**src/rtl/ps2_pkg.sv**
```systemverilog
// ps2_pkg: shared definitions for the PS/2 keycode receiver.
//   - kb_state_t  : byte-decode FSM states
//   - PFX_EXT/BRK : set-2 extended and break prefix bytes
//   - HID_*       : HID usage codes produced by the translation table
//   - ps2_to_hid  : set-2 code (+extended flag) -> {hit, hid}
package ps2_pkg;

  typedef enum logic [1:0] {
    ST_IDLE    = 2'd0,
    ST_EXT     = 2'd1,
    ST_BRK     = 2'd2,
    ST_EXT_BRK = 2'd3
  } kb_state_t;

  localparam logic [7:0] PFX_EXT = 8'hE0;
  localparam logic [7:0] PFX_BRK = 8'hF0;

  localparam logic [7:0] HID_NONE  = 8'h00;
  localparam logic [7:0] HID_ESC   = 8'h29;
  localparam logic [7:0] HID_H     = 8'h0B;
  localparam logic [7:0] HID_W     = 8'h1A;
  localparam logic [7:0] HID_A     = 8'h04;
  localparam logic [7:0] HID_S     = 8'h16;
  localparam logic [7:0] HID_D     = 8'h07;
  localparam logic [7:0] HID_SPACE = 8'h2C;
  localparam logic [7:0] HID_ENTER = 8'h28;
  localparam logic [7:0] HID_UP    = 8'h52;
  localparam logic [7:0] HID_DOWN  = 8'h51;
  localparam logic [7:0] HID_LEFT  = 8'h50;
  localparam logic [7:0] HID_RIGHT = 8'h4F;

  typedef struct packed {
    logic       hit;
    logic [7:0] hid;
  } hid_map_t;

  function automatic hid_map_t ps2_to_hid(input logic [7:0] code, input logic ext);
    hid_map_t m;
    m.hit = 1'b1;
    m.hid = HID_NONE;
    if (!ext) begin
      case (code)
        8'h76:   m.hid = HID_ESC;
        8'h33:   m.hid = HID_H;
        8'h1D:   m.hid = HID_W;
        8'h1C:   m.hid = HID_A;
        8'h1B:   m.hid = HID_S;
        8'h23:   m.hid = HID_D;
        8'h29:   m.hid = HID_SPACE;
        8'h5A:   m.hid = HID_ENTER;
        default: m.hit = 1'b0;
      endcase
    end else begin
      case (code)
        8'h75:   m.hid = HID_UP;
        8'h72:   m.hid = HID_DOWN;
        8'h6B:   m.hid = HID_LEFT;
        8'h74:   m.hid = HID_RIGHT;
        default: m.hit = 1'b0;
      endcase
    end
    return m;
  endfunction

endpackage

```
**src/rtl/ps2_frame_rx.sv**
```systemverilog
// ps2_frame_rx: bit-level PS/2 frame receiver.
// Ports:
//   MAX10_CLK1_50 in   system clock (rising edge)
//   Reset_h       in   async active-high reset
//   ps2_clk       in   PS/2 clock (async, idle high)
//   ps2_data      in   PS/2 data  (async, idle high)
//   rx_byte       out  last received data byte
//   byte_strobe   out  1-cycle pulse: good frame received
//   frame_err     out  1-cycle pulse: bad frame discarded
// A partial frame idle for TIMEOUT_CYCLES is dropped without error.
module ps2_frame_rx #(
  parameter int TIMEOUT_CYCLES = 50000
) (
  input  logic       MAX10_CLK1_50,
  input  logic       Reset_h,
  input  logic       ps2_clk,
  input  logic       ps2_data,
  output logic [7:0] rx_byte,
  output logic       byte_strobe,
  output logic       frame_err
);

  localparam int TW = $clog2(TIMEOUT_CYCLES + 1);

  logic [2:0]    clk_sync;   // [1:0] synchronizer, [2] edge-detect history
  logic [1:0]    data_sync;
  logic [3:0]    bit_cnt;
  logic [10:0]   shreg;
  logic [TW-1:0] tmo_cnt;
  logic          fall;
  logic [10:0]   frame_nxt;
  logic          frame_ok;

  assign fall      = clk_sync[2] & ~clk_sync[1];
  // Bits arrive LSB first; shifting in at the top leaves bit 0 = start.
  assign frame_nxt = {data_sync[1], shreg[10:1]};
  assign frame_ok  = ~frame_nxt[0] & frame_nxt[10] & (^frame_nxt[9:1]);

  always_ff @(posedge MAX10_CLK1_50 or posedge Reset_h) begin
    if (Reset_h) begin
      clk_sync    <= 3'b111;
      data_sync   <= 2'b11;
      bit_cnt     <= '0;
      shreg       <= '0;
      tmo_cnt     <= '0;
      rx_byte     <= '0;
      byte_strobe <= 1'b0;
      frame_err   <= 1'b0;
    end else begin
      clk_sync    <= {clk_sync[1:0], ps2_clk};
      data_sync   <= {data_sync[0], ps2_data};
      byte_strobe <= 1'b0;
      frame_err   <= 1'b0;
      // Edge takes priority over a coinciding timeout expiry.
      if (fall) begin
        tmo_cnt <= '0;
        shreg   <= frame_nxt;
        if (bit_cnt == 4'd10) begin
          bit_cnt     <= '0;
          byte_strobe <= frame_ok;
          frame_err   <= ~frame_ok;
          if (frame_ok) rx_byte <= frame_nxt[8:1];
        end else begin
          bit_cnt <= bit_cnt + 4'd1;
        end
      end else if (bit_cnt != 4'd0) begin
        if (tmo_cnt == TW'(TIMEOUT_CYCLES - 1)) begin
          bit_cnt <= '0;
          tmo_cnt <= '0;
        end else begin
          tmo_cnt <= tmo_cnt + 1'b1;
        end
      end
    end
  end

endmodule

```
**src/rtl/ps2_keycode_rx.sv**
```systemverilog
// ps2_keycode_rx: PS/2 set-2 keyboard to single held-key HID code.
// Ports:
//   MAX10_CLK1_50 in   system clock (rising edge)
//   Reset_h       in   async active-high reset
//   ps2_clk       in   PS/2 clock (async, idle high)
//   ps2_data      in   PS/2 data  (async, idle high)
//   keycode       out  HID code of held key, 8'h00 if none
//   key_valid     out  1-cycle pulse when keycode changes
//   frame_err     out  1-cycle pulse when a frame is discarded
// Last make wins; a break only clears keycode if it matches the held key.
module ps2_keycode_rx
  import ps2_pkg::*;
#(
  parameter int TIMEOUT_CYCLES = 50000
) (
  input  logic       MAX10_CLK1_50,
  input  logic       Reset_h,
  input  logic       ps2_clk,
  input  logic       ps2_data,
  output logic [7:0] keycode,
  output logic       key_valid,
  output logic       frame_err
);

  logic [7:0] rx_byte;
  logic       byte_strobe;

  ps2_frame_rx #(.TIMEOUT_CYCLES(TIMEOUT_CYCLES)) u_frame (
    .MAX10_CLK1_50 (MAX10_CLK1_50),
    .Reset_h       (Reset_h),
    .ps2_clk       (ps2_clk),
    .ps2_data      (ps2_data),
    .rx_byte       (rx_byte),
    .byte_strobe   (byte_strobe),
    .frame_err     (frame_err)
  );

  kb_state_t  state, next_state;
  logic [7:0] next_key;
  hid_map_t   m_norm, m_ext;

  assign m_norm = ps2_to_hid(rx_byte, 1'b0);
  assign m_ext  = ps2_to_hid(rx_byte, 1'b1);

  always_comb begin
    next_state = state;
    next_key   = keycode;
    if (byte_strobe) begin
      case (state)
        ST_IDLE: begin
          if (rx_byte == PFX_EXT)      next_state = ST_EXT;
          else if (rx_byte == PFX_BRK) next_state = ST_BRK;
          else if (m_norm.hit)         next_key   = m_norm.hid;
        end
        ST_EXT: begin
          if (rx_byte == PFX_BRK) next_state = ST_EXT_BRK;
          else begin
            next_state = ST_IDLE;
            if (m_ext.hit) next_key = m_ext.hid;
          end
        end
        ST_BRK: begin
          next_state = ST_IDLE;
          if (m_norm.hit && keycode == m_norm.hid) next_key = HID_NONE;
        end
        ST_EXT_BRK: begin
          next_state = ST_IDLE;
          if (m_ext.hit && keycode == m_ext.hid) next_key = HID_NONE;
        end
        default: next_state = ST_IDLE;
      endcase
    end
  end

  always_ff @(posedge MAX10_CLK1_50 or posedge Reset_h) begin
    if (Reset_h) begin
      state     <= ST_IDLE;
      keycode   <= HID_NONE;
      key_valid <= 1'b0;
    end else begin
      state     <= next_state;
      keycode   <= next_key;
      key_valid <= (next_key != keycode);
    end
  end

endmodule

```
**config.mk**
```make
export PLATFORM = sky130hd
export DESIGN_NAME = ps2_keycode_rx
export DESIGN_NICKNAME = d
export VERILOG_FILES = /design/src/rtl/ps2_pkg.sv /design/src/rtl/ps2_frame_rx.sv /design/src/rtl/ps2_keycode_rx.sv
export SDC_FILE = /design/constraint.sdc
export NUM_CORES = 1
export LEC_CHECK = 0
export CAP_MARGIN = 20
export CORE_ASPECT_RATIO = 1.5
export CORE_UTILIZATION = 25
export DETAILED_ROUTE_END_ITERATION = 8
export GPL_ROUTABILITY_DRIVEN = 1
export GPL_TIMING_DRIVEN = 0
export PLACE_DENSITY_LB_ADDON = 0.3
export SLEW_MARGIN = 15
export SYNTH_ARGS = -nofsm -noshare
export SYNTH_HDL_FRONTEND = slang
export SYNTH_HIERARCHICAL = 1
export SYNTH_SLANG_ARGS = --single-unit
```
**constraint.sdc**
```tcl
create_clock -name MAX10_CLK1_50 -period 6.3 [get_ports MAX10_CLK1_50]
set_input_delay 1.26 -clock MAX10_CLK1_50 [delete_from_list [all_inputs] [get_ports MAX10_CLK1_50]]
set_output_delay 1.26 -clock MAX10_CLK1_50 [all_outputs]
set_load 0.01 [all_outputs]
```
== Yosys cells after proc, flatten, opt, wreduce, memory -nomap -nowiden ==
Index checks and enable logic that the tools add are counted.

* Bits in registers: 57
* Bits of input ports: 4
* Output and inout port bits: 10
* Logic and storage cells: 83

* Add/subtract/negate cells: 2
* Eq/ne operators: 23
* Mux-type cells: 28
* Bitwise logic cells: 6
* Reductions and logical operators: 13

{| class="wikitable"
|+ Operators with widths
! cell !! count
|-
| $mux 8 || 8
|-
| $eq 8x7->1 const B || 6
|-
| $mux 16 || 3
|-
| $pmux 6 s8 || 1
|-
| $pmux 8 s4 || 1
|-
| $pmux 7 s4 || 1
|-
| $eq 8x5->1 const B || 3
|-
| $eq 8x6->1 const B || 3
|-
| $add 16x1->16 const B || 1
|-
| $eq 16x16->1 const B || 1
|-
| $eq 8x8->1 || 2
|-
| $eq 8x8->1 const B || 2
|-
| $mux 4 || 4
|-
| $reduce_xor 9->1 || 1
|-
| $ne 8x8->1 || 1
|-
| $reduce_or 8->1 || 1
|-
| $mux 1 || 6
|-
| $mux 2 || 3
|-
| $pmux 2 s3 || 1
|-
| $add 4x1->4 const B || 1
|-
| $eq 2x2->1 const B || 2
|-
| $eq 4x4->1 const B || 1
|-
| $reduce_and 2->1 || 2
|-
| $reduce_bool 2->1 || 2
|-
| 10 further kinds || 15
|}

== Longest topological paths before layout ==
Gate-level depths: netlist (run 1).

* Word-level depth: 9
* Mapped depth: 11
* Depth with buffers taken out: 10

== Modules after synthesis ==
Netlist (run 1), hierarchy kept.

{| class="wikitable"
|+ Modules (own cells, without submodules)
! module !! times used !! cells each !! area each (sq um) !! seq. area each (sq um)
|-
| ps2_frame_rx || 1 || 182 || 2087.0 || 1132.3
|-
| ps2_keycode_rx || 1 || 190 || 1431.4 || 275.3
|}

== Least setup slack after synthesis (run 1) ==
OpenSTA, ideal clock, no wires.

* Path kind: register to register
* From: reg u_frame.rx_byte[3]
* To: reg keycode[7]
* Library setup time: 0.119 ns
* Arrival: 3.045 ns
* Data required time: 6.181 ns
* Path slack: 3.136 ns
* Cell stages (with the launch flop): 12
* Cell sequence: dfrtp_1 -> clkbuf_2 -> or3b_1 -> a211oi_1 -> nor2_1 -> ha_1 -> or4_1 -> a2111oi_0 -> a21oi_2 -> o21ai_4 -> nand3_1 -> and2_1

* Cells in the longest elaborated chain, start to end: 8
* Elaborated cells between the ends (all ways): 33
* Those cells by class: eq/ne (16); mux (13); reduce/logical (4)

{| class="wikitable"
|+ Ends and longest elaborated chain
! element !! line !! text
|-
| from (decl) || ps2_frame_rx.sv:18 || <nowiki>output logic [7:0] rx_byte,</nowiki>
|-
| from (signal assigned) || ps2_frame_rx.sv:62 || <nowiki>if (frame_ok) rx_byte <= frame_nxt[8:1];</nowiki>
|-
| branches (longest 6 deep; another with $eq 8x7->1) || -- ||
|-
| $pmux 8 s4 * || ps2_keycode_rx.sv:49 || <nowiki>case (state)</nowiki>
|-
| $mux 8 * || ps2_keycode_rx.sv:48 || <nowiki>if (byte_strobe) begin</nowiki>
|-
| via next_key[7] || ps2_keycode_rx.sv:39 || <nowiki>logic [7:0] next_key;</nowiki>
|-
| to (signal assigned) || ps2_keycode_rx.sv:82 || <nowiki>keycode <= next_key;</nowiki>
|-
| to (decl) || ps2_keycode_rx.sv:20 || <nowiki>output logic [7:0] keycode,</nowiki>
|}

Mark *: on every way through the listed nets, which the timed path passes.
A chain may end at the register's enable or synchronous reset.

== Final worst setup path (run 1) ==
* From: reg u_frame.rx_byte[3]
* To: reg key_valid

* Cells in the longest elaborated chain, start to end: 9
* Elaborated cells between the ends (all ways): 34
* Those cells by class: eq/ne (17); mux (13); reduce/logical (4)

{| class="wikitable"
|+ Ends and longest elaborated chain
! element !! line !! text
|-
| branches (longest 6 deep; another with $eq 8x7->1) || -- ||
|-
| $pmux 8 s4 * || ps2_keycode_rx.sv:49 ||
|-
| $mux 8 * || ps2_keycode_rx.sv:48 ||
|-
| $ne 8x8->1 * || ps2_keycode_rx.sv:83 || <nowiki>key_valid <= (next_key != keycode);</nowiki>
|-
| to (signal assigned) || ps2_keycode_rx.sv:83 ||
|-
| to (decl) || ps2_keycode_rx.sv:21 || <nowiki>output logic key_valid,</nowiki>
|}

Every way passes the cells marked *.

==> flow_summary.json, run 1 <==
{
  "worstPathRequired_ns": 6.51,
  "total_power_mw": 1.13,
  "syn-num-nets": 381,
  "drtIter0Drc": 134,
  "ir_worst_vdd_mv": 0.131,
  "dp_slack_ns": 2.64,
  "drv_cap": 0,
  "worstSkewPairLatency_ns": 0.30,
  "cts_tree": "done",
  "crit_fanout": 10,
  "rsz0062_at_grt": "no",
  "yosys_most_used_dff": "dfrtp_1",
  "use_met2": 0.236,
  "worst-setup-path-type": "flop to flop",
  "final_cell_area_mm2": 0.00402,
  "startpoint_type": "flop",
  "fmax_mhz": 266,
  "routedWlPerCell_um": 15.5,
  "worstReg2RegStart": "u_frame/rx_byte[3]",
  "grt_max_degree": 26,
  "grt_usage": 0.127,
  "post-route-drc-count": 0,
  "clk_pin_slew_worst_paths_ns": 0.07,
  "power.static_leakage_nw": 1.65,
  "synth_cell_type_count": 73,
  "die_area_mm2": 0.0146,
  "syn_inst": 372,
  "yosys_warnings": 6,
  "start_util": 0.259,
  "stdcell_count": 556,
  "antenna_left": 0,
  "clock_skew_ns": 0.00432,
  "grt.overflow.total": 0,
  "grt_pass1_wl_mm": 14.8,
  "holdBufCountCts": 0,
  "synth.most_common_cell": "dfrtp_1",
  "top_usage_layer": "met2",
  "clock_sinks": 56,
  "setup_ws_ns": 2.54,
  "htree_levels": 2,
  "post-cts-setup-buffer-count": 0,
  "num_antenna_cells": 0,
  "yosysSeqAreaShare": 0.400,
  "power.density_mw_per_mm2": 282,
  "area_delta_synth_final_pct": 14.2,
  "use_met3": 0.0238,
  "final_core_util": 0.295,
  "synth_common_cells": "dfrtp_1 (51), nor2_1 (39), nand2_1 (24), inv_1 (19), mux2_2 (19)",
  "async_flop_share": 1.00,
  "dp.cells": 548,
  "dieWidth_um": 98.9,
  "numCtsBuffers": 5,
  "die_h_um": 147,
  "worst_slew_pin_slew_ns": 1.00,
  "synth_edf_count": 0,
  "post-synth-top-area-cell": "dfrtp_1",
  "post-route-min-period_ns": 3.76,
  "antenna_found_initial": 0,
  "ios": 14,
  "hold_viol": 0,
  "whs_ns": 0.358,
  "first_pass_iters": 4,
  "crit_start": "u_frame/rx_byte[3]",
  "ctsResizeCount": 0,
  "finalCritPeriodShare": 0.597,
  "routed_wl_mm": 8.60,
  "layout.nets": 402,
  "rows": 52,
  "yosys-top-cells-area": "dfrtp_1 (36%), mux2_2 (6.1%), xnor2_1 (4.2%)",
  "crit_arrival_ns": 3.97,
  "viasPerCell": 5.24,
  "syn_avg_cell_area_um2": 9.46,
  "hpwlAfterDp_mm": 6.69,
  "synth_top_area_share": 0.363,
  "finalSetupTns_ns": 0,
  "grt_pass1_vias": 2944,
  "place_area_mm2": 0.00387,
  "drv_slew": 0,
  "hold_class": "flop to flop",
  "clockBufferDepth": 2,
  "cp-end-kind": "flop",
  "finalSetupViolations": 0,
  "ys_ff_latch": 56,
  "core-area_mm2": 0.0136,
  "place_congestion": 0.900,
  "relSlewSlack": 0.326,
  "drive_gt1_frac": 0.147,
  "cts_root_buf": "clkbuf_16",
  "port-buffer-count": 13,
  "vias": 2915,
  "met1_usage": 0.133,
  "status": "finished, final reports clean",
  "netlist_area_mm2": 0.00352,
  "worstHoldStart": "u_frame/clk_sync[0]"
}
sequential cells by signal, summed over array words and instances (netlist names):
signal,flops
u_frame/byte_strobe,1
u_frame/clk_sync,3
state,2
keycode,8
u_frame/shreg,10
key_valid,1
u_frame/bit_cnt,4
u_frame/rx_byte,8
u_frame/tmo_cnt,16
u_frame/data_sync,2
u_frame/frame_err,1
worst max-delay path, stage by stage, from the launching register on:
cell and delay, ns:
dfrtp_1 0.41, clkbuf_2 0.20, or3b_1 0.40, a211oi_1 0.41, nor2_1 0.12, ha_1 0.29
or4_1 0.48, a2111oi_0 0.52, a21oi_2 0.21, nor3_1 0.41, o41ai_1 0.11, o221ai_1 0.10
logic make-up (layout without fill, tap and decap cells):
logic type / Yosys count / in the layout / share of synthesized area
simple gates: 147 / 147 / 0.234
compound gates: 83 / 83 / 0.172
flops: 56 / 56 / 0.400
buf+inv: 36 / 58 / 0.0437
xor+xnor: 25 / 25 / 0.0644
mux: 20 / 20 / 0.0672
fa+ha+maj: 5 / 5 / 0.0178
cells in the final DEF (no fill, tap or decap), types with 3 or more instances in the layout:
cell,synthesis,final
a21o_1,7,7
a21oi_1,13,13
a221oi_1,4,4
a22o_1,4,4
and3b_1,4,4
buf_2,5,5
clkbuf_1,8,9
clkbuf_16,0,5
clkdlybuf4s50_1,0,13
dfrtp_1,51,51
dfstp_2,5,5
ha_1,5,5
inv_1,19,18
mux2_2,19,19
nand2_1,24,24
nand2b_1,4,4
nand3_1,14,14
nand3b_1,3,3
nand4_1,3,3
nor2_1,39,39
nor2b_1,4,4
nor3_1,15,15
nor3b_1,4,4
nor4_1,4,4
nor4_2,3,3
nor4bb_1,3,3
o211ai_1,5,5
o21ai_0,14,14
o221ai_1,3,3
or3_1,4,4
or4_1,4,4
xnor2_1,17,17
xor2_1,7,7
per-layer routing:
layer,routed length (µm),vias to the layer above,share of wire
met1,3390,1419,0.39
li1,-,1398,-
met2,4620,70,0.54
met5,0,-,0
met3,246,28,0.029
met4,346,0,0.040
where the power goes:
| group | switching [mW] | internal [mW] |
|---|---|---|
| clock | 0.134 | 0.149 |
| sequential | 0.0733 | 0.425 |
| combinational | 0.183 | 0.169 |
layout make-up:
type                    instances  area, µm²
inverters                      20       75.1
fillers                      1399       9580
multi-input cells             280       1960
well taps                     162        203
plain buffers                  16       78.8
clock inverters                 2       16.3
repair buffers                 14        150
clock buffers                   6        129
flip-flops and latches         56       1410
final timing paths:
kind	end	depth (start not counted)	slack [ns]
hold / removal	u_frame/clk_sync[1]	0	0.36
max in group asynchronous	u_frame/data_sync[0]	3	4.40
min in group asynchronous	state[0]	2	1.32
hold reg to reg	u_frame/clk_sync[1]	0	0.36
setup / recovery	key_valid	11	2.54
setup reg to reg	key_valid	11	2.54
No activity file was read; power rests on OpenSTA's default activity.
==> run 2: changes to the inputs <==
==> constraint.sdc (replaced) <==
create_clock -name MAX10_CLK1_50 -period 3.3 [get_ports MAX10_CLK1_50]
set_input_delay 0.66 -clock MAX10_CLK1_50 [delete_from_list [all_inputs] [get_ports MAX10_CLK1_50]]
set_output_delay 0.66 -clock MAX10_CLK1_50 [all_outputs]
set_load 0.01 [all_outputs]
==> run 2 against run 1 <==
  * First-iteration DRC count rose by 3.7%
  * Power is 93% higher
  * Flip-flop and latch count stayed put
  * Combinational power up 96%
  * Non-clock buffer count grew 3
  * Worst setup slack got worse by 2.4 ns
  * Count of clock-buffer cells in the layout did not move
  * Maximum frequency up 20%
  * Utilization increased by 0.78 points
  * Clock skew is essentially flat
  * Register-to-register slack got worse by 2.4 ns
  * Critical endpoint is now keycode[7]
  * Largest cell class unchanged
  * Largest power group unchanged
==> flow_summary.json, run 2 (same netlist as run 1, synthesis figures left out) <==
{
  "grt_pass1_wl_mm": 15.0,
  "drive_gt1_frac": 0.171,
  "start_util": 0.259,
  "layout.nets": 405,
  "first_pass_iters": 4,
  "crit_fanout": 9,
  "power.density_mw_per_mm2": 530,
  "relSlewSlack": 0.467,
  "port-buffer-count": 13,
  "grt_usage": 0.128,
  "worst-setup-path-type": "flop to flop",
  "clock_skew_ns": 0.00432,
  "numCtsBuffers": 5,
  "die_h_um": 147,
  "drtIter0Drc": 139,
  "hold_class": "flop to flop",
  "r2r_cells": 9,
  "reg_top3": "u_frame/tmo_cnt (16), u_frame/shreg (10)",
  "clk_pin_slew_worst_paths_ns": 0.07,
  "worst_slew_pin_slew_ns": 0.793,
  "crit_arrival_ns": 3.34,
  "vias": 2940,
  "startpoint_type": "flop",
  "routed_wl_mm": 8.75,
  "path_buf_inv": 1,
  "cts_tree": "done",
  "rows": 52,
  "routedWlPerCell_um": 15.7,
  "drv_cap": 0,
  "setup_ws_ns": 0.153,
  "worstPathRequired_ns": 3.49,
  "antenna_found_initial": 0,
  "worstHoldStart": "u_frame/clk_sync[0]",
  "critPathMaxStageDelay_ns": 0.49,
  "viasPerCell": 5.26,
  "grt_pass1_vias": 2943,
  "final_common_cell": "dfrtp_1",
  "ir_worst_vdd_mv": 0.239,
  "grt.overflow.total": 0,
  "reg2reg_to": "keycode[7]",
  "power.static_leakage_nw": 1.67,
  "r2r_slack_ns": 0.15,
  "worstSkewPairLatency_ns": 0.30,
  "whs_ns": 0.358,
  "cts_root_buf": "clkbuf_16",
  "grt_max_degree": 26,
  "num_antenna_cells": 0,
  "ios": 14,
  "clockBufferDepth": 2,
  "area_delta_synth_final_pct": 17.2,
  "cp-end-kind": "flop",
  "fmax_mhz": 318,
  "finalCritPeriodShare": 0.954,
  "antenna_left": 0,
  "die_area_mm2": 0.0146,
  "post-route-min-period_ns": 3.15,
  "final_cell_mix": "dfrtp_1 (51), nor2_1 (39), nand2_1 (24), mux2_2 (19), inv_1 (18)",
  "critPathTopFamily": "simple AND/OR/NAND/NOR gates",
  "crit_path_cell_trace": "buf_2 > or3b_2 > a2111oi_4 > xor2_1 > or4_1 > or4_4 > o21ai_4 > nand3_2 > and2_1",
  "post-route-drc-count": 0,
  "min_to": "u_frame/clk_sync[1]",
  "crit_start": "u_frame/rx_byte[6]",
  "clock_sinks": 56,
  "finalSetupViolations": 0,
  "place_congestion": 0.900,
  "slowest_stage": "or3b_2",
  "hold_depth": 0,
  "largest-register": "u_frame/tmo_cnt",
  "hpwlAfterDp_mm": 6.69,
  "dieWidth_um": 98.9,
  "status": "finished, final reports clean",
  "worstReg2RegStart": "u_frame/rx_byte[6]",
  "hold_viol": 0,
  "core-area_mm2": 0.0136,
  "largest_reg_flops": 16,
  "htree_levels": 2,
  "dp_slack_ns": -0.363,
  "drv_slew": 0,
  "total_power_mw": 2.19
}
## run 2: cell types whose count changed in the layout (fill, tap and decap cells not counted), sizes merged
cell,change
clkbuf,+1
buf,+2
## run 2: worst register-to-register path, stage by stage (launching register included)
cell	delay (ns)
dfrtp_1	0.37
buf_2	0.18
or3b_2	0.49
a2111oi_4	0.40
xor2_1	0.12
or4_1	0.46
or4_4	0.46
o21ai_4	0.26
nand3_2	0.12
and2_1	0.17
## run 2: worst max path at each step
| stage | end | depth (start not counted) |
|---|---|---|
| 2_1_floorplan | keycode[7] | 11 |
| 3_3_place_gp | key_valid | 11 |
| 3_5_place_dp | key_valid | 11 |
| 4_1_cts | keycode[7] | 11 |
| 5_1_grt | keycode[7] | 11 |
| 6_report | keycode[7] | 9 |
## run 2: layout make-up
class                      count  area [µm²]
tap                          162         203
fill                        1388        9480
buffer                        16        83.8
clock inverter                 2        16.3
clock buffer                   6         129
inverter                      20        75.1
multi-input combinational    280        2040
timing repair buffer          17         173
sequential                    56        1410
## run 2: power breakdown
group / internal, mW / total [mW] / switching [mW] / leakage [nW]
Clock: 0.284 / 0.542 / 0.258 / 0.0671
Sequential: 0.812 / 0.955 / 0.143 / 0.736
Combinational: 0.326 / 0.690 / 0.364 / 0.867
## run 2: what timing repair did
item / 4_1_cts / 5_1_grt
resized for setup: 8 / 6
gates cloned: 0 / 0
setup buffers: 1 / 2
pin swaps: 2 / 4
hold buffers: 0 / 0
endpoints found under the setup margin: 9 / 8
## run 2: per-stage QoR
stage | setup TNS (ns) | util | instance area, µm² | cells
finish | 0 | 0.303 | 4120 | 559
global route | -0.0181 | 0.303 | 4120 | 559
CTS | 0 | 0.299 | 4060 | 557
detailed placement | -2.20 | 0.285 | 3870 | 548
global placement | -2.08 | 0.283 | 3850 | 547
floorplan | 0 | - | 3520 | 372
## run 2: metal layers
metal / GRT usage / vias to the layer above / wire [µm]
li1: - / 1407 / -
met1: 0.137 / 1441 / 3490
met2: 0.236 / 66 / 4700
met3: 0.0238 / 26 / 208
met4: 0.0679 / 0 / 347
met5: 0 / - / 0
==> run 3: changes to the inputs <==
--- a/config.mk
+++ b/config.mk
@@ -10,7 +10,6 @@
 export CORE_UTILIZATION = 25
 export DETAILED_ROUTE_END_ITERATION = 8
 export GPL_ROUTABILITY_DRIVEN = 1
-export GPL_TIMING_DRIVEN = 0
 export PLACE_DENSITY_LB_ADDON = 0.3
 export SLEW_MARGIN = 15
 export SYNTH_ARGS = -nofsm -noshare
==> run 3 against run 2 <==
  * Clock power rose by 0.9%
  * First-iteration DRC count fell by 2.9%
  * Cell area fell by 0.73%
  * Power rose by 0.17%
  * Die area did not move
  * Critical path type unchanged
  * Critical endpoint unchanged
  * Largest cell class unchanged
==> flow_summary.json, run 3 (same netlist as run 1, synthesis figures left out) <==
{
  "status": "finished, final reports clean",
  "numCtsBuffers": 5,
  "post-route-min-period_ns": 3.12,
  "r2r_cells": 9,
  "path_buf_inv": 1,
  "place_congestion": 0.925,
  "worst_slew_pin_slew_ns": 0.809,
  "drv_slew": 0,
  "slowest_stage": "or3b_2",
  "critPathMaxStageDelay_ns": 0.50,
  "core-area_mm2": 0.0136,
  "area_delta_synth_final_pct": 16.3,
  "layout.nets": 407,
  "rows": 52,
  "num_antenna_cells": 0,
  "finalSetupTns_ns": 0,
  "cp-end-kind": "flop",
  "die_area_mm2": 0.0146,
  "startpoint_type": "flop",
  "clock_skew_ns": 0.00634,
  "crit_fanout": 7,
  "port-buffer-count": 13,
  "clockBufferDepth": 2,
  "hold_class": "flop to flop",
  "crit_path_cell_trace": "or3b_2 > a2111oi_2 > buf_4 > xor2_1 > or4_1 > or4_4 > o21ai_4 > nand3_1 > and2_1",
  "first_pass_iters": 5,
  "crit_arrival_ns": 3.31,
  "hold_viol": 0,
  "reg_top3": "u_frame/tmo_cnt (16), u_frame/shreg (10)",
  "drtIter0Drc": 135,
  "clk_pin_slew_worst_paths_ns": 0.08,
  "stdcell_count": 561,
  "ir_worst_vdd_mv": 0.250,
  "largest_reg_flops": 16,
  "dieWidth_um": 98.9,
  "drive_gt1_frac": 0.183,
  "antenna_found_initial": 0,
  "ios": 14,
  "fmax_mhz": 320,
  "worstSetupPathDepth": 9,
  "htree_levels": 2,
  "cts_root_buf": "clkbuf_16",
  "worstPathRequired_ns": 3.49,
  "hpwlAfterDp_mm": 7.03,
  "holdBufCountCts": 0,
  "grt_usage": 0.130,
  "relSlewSlack": 0.456,
  "post-route-drc-count": 0,
  "rsz0062_at_grt": "no",
  "power.density_mw_per_mm2": 535,
  "finalCritPeriodShare": 0.946,
  "start_util": 0.259,
  "critPathTopFamily": "simple AND/OR/NAND/NOR gates",
  "viasPerCell": 5.27,
  "worst-setup-path-type": "flop to flop",
  "final_cell_mix": "dfrtp_1 (51), nor2_1 (39), nand2_1 (24), buf_4 (22), mux2_2 (19)",
  "routed_wl_mm": 9.00,
  "antenna_left": 0,
  "n_fill_cell": 1429,
  "cts_tree": "done",
  "finalSetupViolations": 0,
  "clock_sinks": 56,
  "vias": 2959,
  "grt_max_degree": 20,
  "power.static_leakage_nw": 1.71,
  "worstSkewPairLatency_ns": 0.30,
  "hold_depth": 0,
  "die_h_um": 147,
  "drv_cap": 0,
  "grt_pass1_vias": 2987,
  "grt.overflow.total": 0,
  "routedWlPerCell_um": 16.0,
  "dp.cells": 553,
  "grt_pass1_wl_mm": 15.0,
  "final_common_cell": "dfrtp_1",
  "largest-register": "u_frame/tmo_cnt"
}
## run 3: changes by cell type in the layout (fill, tap and decap cells not counted), moves of 2 or more
cell | previous run | this run
nor3_2 | 2 | 0
buf_2 | 4 | 0
clkbuf_4 | 2 | 0
a2111oi_4 | 2 | 0
buf_4 | 4 | 22
clkbuf_1 | 9 | 1
nor3_1 | 13 | 15
## run 3: where the power goes
group / switching, mW / leakage [nW] / internal (mW)
Clock: 0.262 / 0.0712 / 0.285
Combinational: 0.340 / 0.903 / 0.330
Sequential: 0.163 / 0.736 / 0.811
## run 3: final timing paths
kind	start	to	slack (ns)
min	u_frame/data_sync[0]	u_frame/data_sync[1]	0.36
min reg2reg	u_frame/data_sync[0]	u_frame/data_sync[1]	0.36
max reg2reg	u_frame/rx_byte[2]	keycode[7]	0.18
min in group asynchronous	Reset_h	u_frame/tmo_cnt[4]	0.67
max	u_frame/rx_byte[2]	keycode[7]	0.18
max in group asynchronous	Reset_h	u_frame/clk_sync[0]	2.04
## run 3: worst reg2reg max path, delay by kind of cell (launching register included)
family / cells / cell delay [ns]
AND/OR/NAND/NOR: 5 / 1.72
AO/OA/AOI/OAI: 2 / 0.63
flip-flops: 1 / 0.43
buffers and inverters: 1 / 0.18
XOR/XNOR: 1 / 0.05
## run 3: layout make-up
class,count,area [µm²],share of cell area
inverters,20,75.1,0.0183
flip-flops and latches,56,1410,0.344
repair buffers,35,295,0.0721
clock inverters,2,13.8,0.00336
multi-input cells,280,1970,0.481
clock buffers,6,129,0.0315
well taps,162,203,0.0495
## run 3: what timing repair did
item	CTS	global route
resized for setup	0	3
endpoints found under the setup margin	0	4
setup buffers	0	0
endpoints found under the hold margin	0	0
## run 3: through the flow
stage	area (µm²)	hold slack [ns]	power, mW	setup WS, ns	utilization
6_report	4090	0.358	2.19	0.179	0.301
5_1_grt	4090	0.364	2.35	0.0299	0.301
4_1_cts	4080	0.359	2.22	0.0917	0.300
3_5_place_dp	3940	0.348	1.66	0.104	0.290
3_3_place_gp	3940	0.346	1.65	0.113	0.290
2_1_floorplan	3520	0.345	1.48	0.136	-
## run 3: per-layer routing
metal,GRT usage,part of all wire,vias to the layer above
met5,0,0,-
met4,0.0731,0.045,0
met3,0.0219,0.025,28
met2,0.245,0.55,66
met1,0.133,0.38,1449
li1,-,-,1416
==> patch (flow settings as in run 3) <==
`TIMEOUT_CYCLES` is set to 50000 in 2 places; all go to 25000.
--- a/src/rtl/ps2_frame_rx.sv
+++ b/src/rtl/ps2_frame_rx.sv
@@ -11,3 +11,3 @@
 module ps2_frame_rx #(
-  parameter int TIMEOUT_CYCLES = 50000
+  parameter int TIMEOUT_CYCLES = 25000
 ) (
--- a/src/rtl/ps2_keycode_rx.sv
+++ b/src/rtl/ps2_keycode_rx.sv
@@ -13,3 +13,3 @@
 #(
-  parameter int TIMEOUT_CYCLES = 50000
+  parameter int TIMEOUT_CYCLES = 25000
 ) (
Check against the original RTL: no difference found for any inputs over 10 cycles, from zero or initial values and one cycle with Reset_h high; that may be too few to reach the edited logic, so the function may still have changed.
==> patch against run 3 <==
Sequential cell count fell by 1. Final area fell by 2.6%. Area after synthesis fell by 3.7%. Setup slack improved by 0.0067 ns. Wire length fell by 2.4%. Count of clock-buffer cells in the layout did not move. Combinational power fell by 42%. Non-clock buffer count rose by 3. Critical path type unchanged. Total power fell by 18%.
==> patch: results (changes against run 3) <==
The transition at the pin with the smallest max-transition slack was 0.7949 ns (-0.01436 ns); the instance area at placement was 3815 um2 (-3.1%). For the number of fill cells in the layout, the log shows 1356 (-5.1%). The average wire per standard cell was 15.62 um (-2.6%); the total leakage power was 1.753 nW (+2.5%).

The tools report the overall track demand over capacity in global routing as 0.1330 (+0.003063). The tools report the post-synthesis net count as 383 (+0.52%). Final clock skew: 0.004669 ns (-0.001671 ns). The run gives 29 (+45%) as the largest net degree at the start of global routing. The via count of the first global-routing pass was 2947 (-1.3%); the number of vias per cell after detailed routing was 5.117 (-3.0%). The highest-delay cell along the critical path was a2111oi_1.

The tools report the minimum setup slack after placement as 0.1251 ns (+0.02145 ns). The logs give 141 (+4.4%) for the violation count after the first detailed-routing iteration and 553 (unchanged) for the number of placed instances, taps included. The fraction of layout instances using a drive strength above 1 came out at 0.1538 (-0.02911). The commonest cells after synthesis are nand2_1 (58), dfrtp_1 (50), nor2_1 (35), inv_1 (17), a21oi_1 (14). The net total in the final layout was 411 (+0.98%). The largest registers in the layout are u_frame/tmo_cnt: 15 flops, u_frame/shreg: 10 flops. The iteration count of the initial detailed-routing pass came out at 4 (-1). The flow ran to the end, and the final reports show no timing, DRC or antenna violations. The number of standard cells after synthesis was 374 (+0.54%).

The maximum single-stage delay on the critical path was 0.46 ns (-0.04 ns). The buffer depth of the longest clock path is 2 (unchanged), and the routability congestion estimate is 0.9274 (+0.27%). The peak ir drop on the vdd network is 0.2387 mV (-4.5%), and the proportion of synthesized chip area in sequential cells is 0.4082 (+0.008130).

The wire length of the first global-routing pass is 14620 um (-2.4%). The detailed placer's ending HPWL was 6761 um (-3.8%). The run gives 8781 um (-2.4%) as the routed wire length. The arrival time at the worst endpoint came out at 3.30 ns (about the same). Yosys attributes the largest share of cell area to dfrtp_1 (37%), nand2_1 (6.4%), dfstp_2 (3.9%).
## patch: cells by family (layout without fill, tap and decap cells)
| family | after synthesis | after routing | synth area share |
|---|---|---|---|
| AND/OR/NAND/NOR | 167 | 167 | 0.2623 |
| XOR/XNOR | 27 | 27 | 0.07610 |
| AO/OA/AOI/OAI | 75 | 75 | 0.1581 |
| multiplexers | 10 | 10 | 0.03288 |
| adder cells (fa/ha/maj) | 5 | 5 | 0.01847 |
| flip-flops | 55 | 55 | 0.4082 |
| buffers and inverters | 35 | 64 | 0.04396 |
## patch: report_power, final
part / switching [mW] / leakage, nW / total [mW] / internal (mW)
Sequential: 0.107 / 0.733 / 0.867 / 0.760
Combinational: 0.205 / 0.952 / 0.390 / 0.185
Clock: 0.251 / 0.0675 / 0.537 / 0.285
Total: 0.563 / 1.75 / 1.79 / 1.23
## patch: routing by layer
layer	up-vias	track usage	part of all wire
met5	-	0	0
met2	61	0.2454	0.52
li1	1389	-	-
met1	1397	0.1336	0.39
met4	0	0.1021	0.056
met3	29	0.02223	0.029
## patch: layout make-up
cell class | count | area [um2] | share of cell area
clock buffer | 6 | 128.9 | 0.03233
clock inverter | 2 | 16.27 | 0.004080
inverter | 18 | 67.56 | 0.01695
multi-input combinational | 284 | 1867 | 0.4683
sequential | 55 | 1383 | 0.3468
tap | 159 | 198.9 | 0.04991
timing repair buffer | 38 | 325.3 | 0.08161
## patch: final timing paths
| kind | cells after the start | end | slack, ns | start |
|---|---|---|---|---|
| min in group asynchronous | 2 | u_frame/tmo_cnt[2] | 0.68 | Reset_h |
| worst max register to register | 9 | keycode[7] | 0.19 | u_frame/rx_byte[6] |
| max in group asynchronous | 4 | u_frame/data_sync[1] | 1.91 | Reset_h |
| worst min register to register | 0 | u_frame/clk_sync[1] | 0.36 | u_frame/clk_sync[0] |
| worst min-delay path | 0 | u_frame/clk_sync[1] | 0.36 | u_frame/clk_sync[0] |
| worst max-delay path | 9 | keycode[7] | 0.19 | u_frame/rx_byte[6] |
## patch: worst register-to-register path, delay by kind of cell, from the launching register on
family	cells	cell delay, ns
compound gates	2	0.72
xor+xnor	1	0.05
buf+inv	1	0.19
flops	1	0.42
simple gates	5	1.63
## patch: metrics by stage
stage | power [mW] | util
after floorplan | 1.157 | -
final | 1.793 | 0.3047
after global routing | 1.907 | 0.3047
after detailed placement | 1.267 | 0.2916
after global placement | 1.257 | 0.2916
after CTS | 1.824 | 0.3027
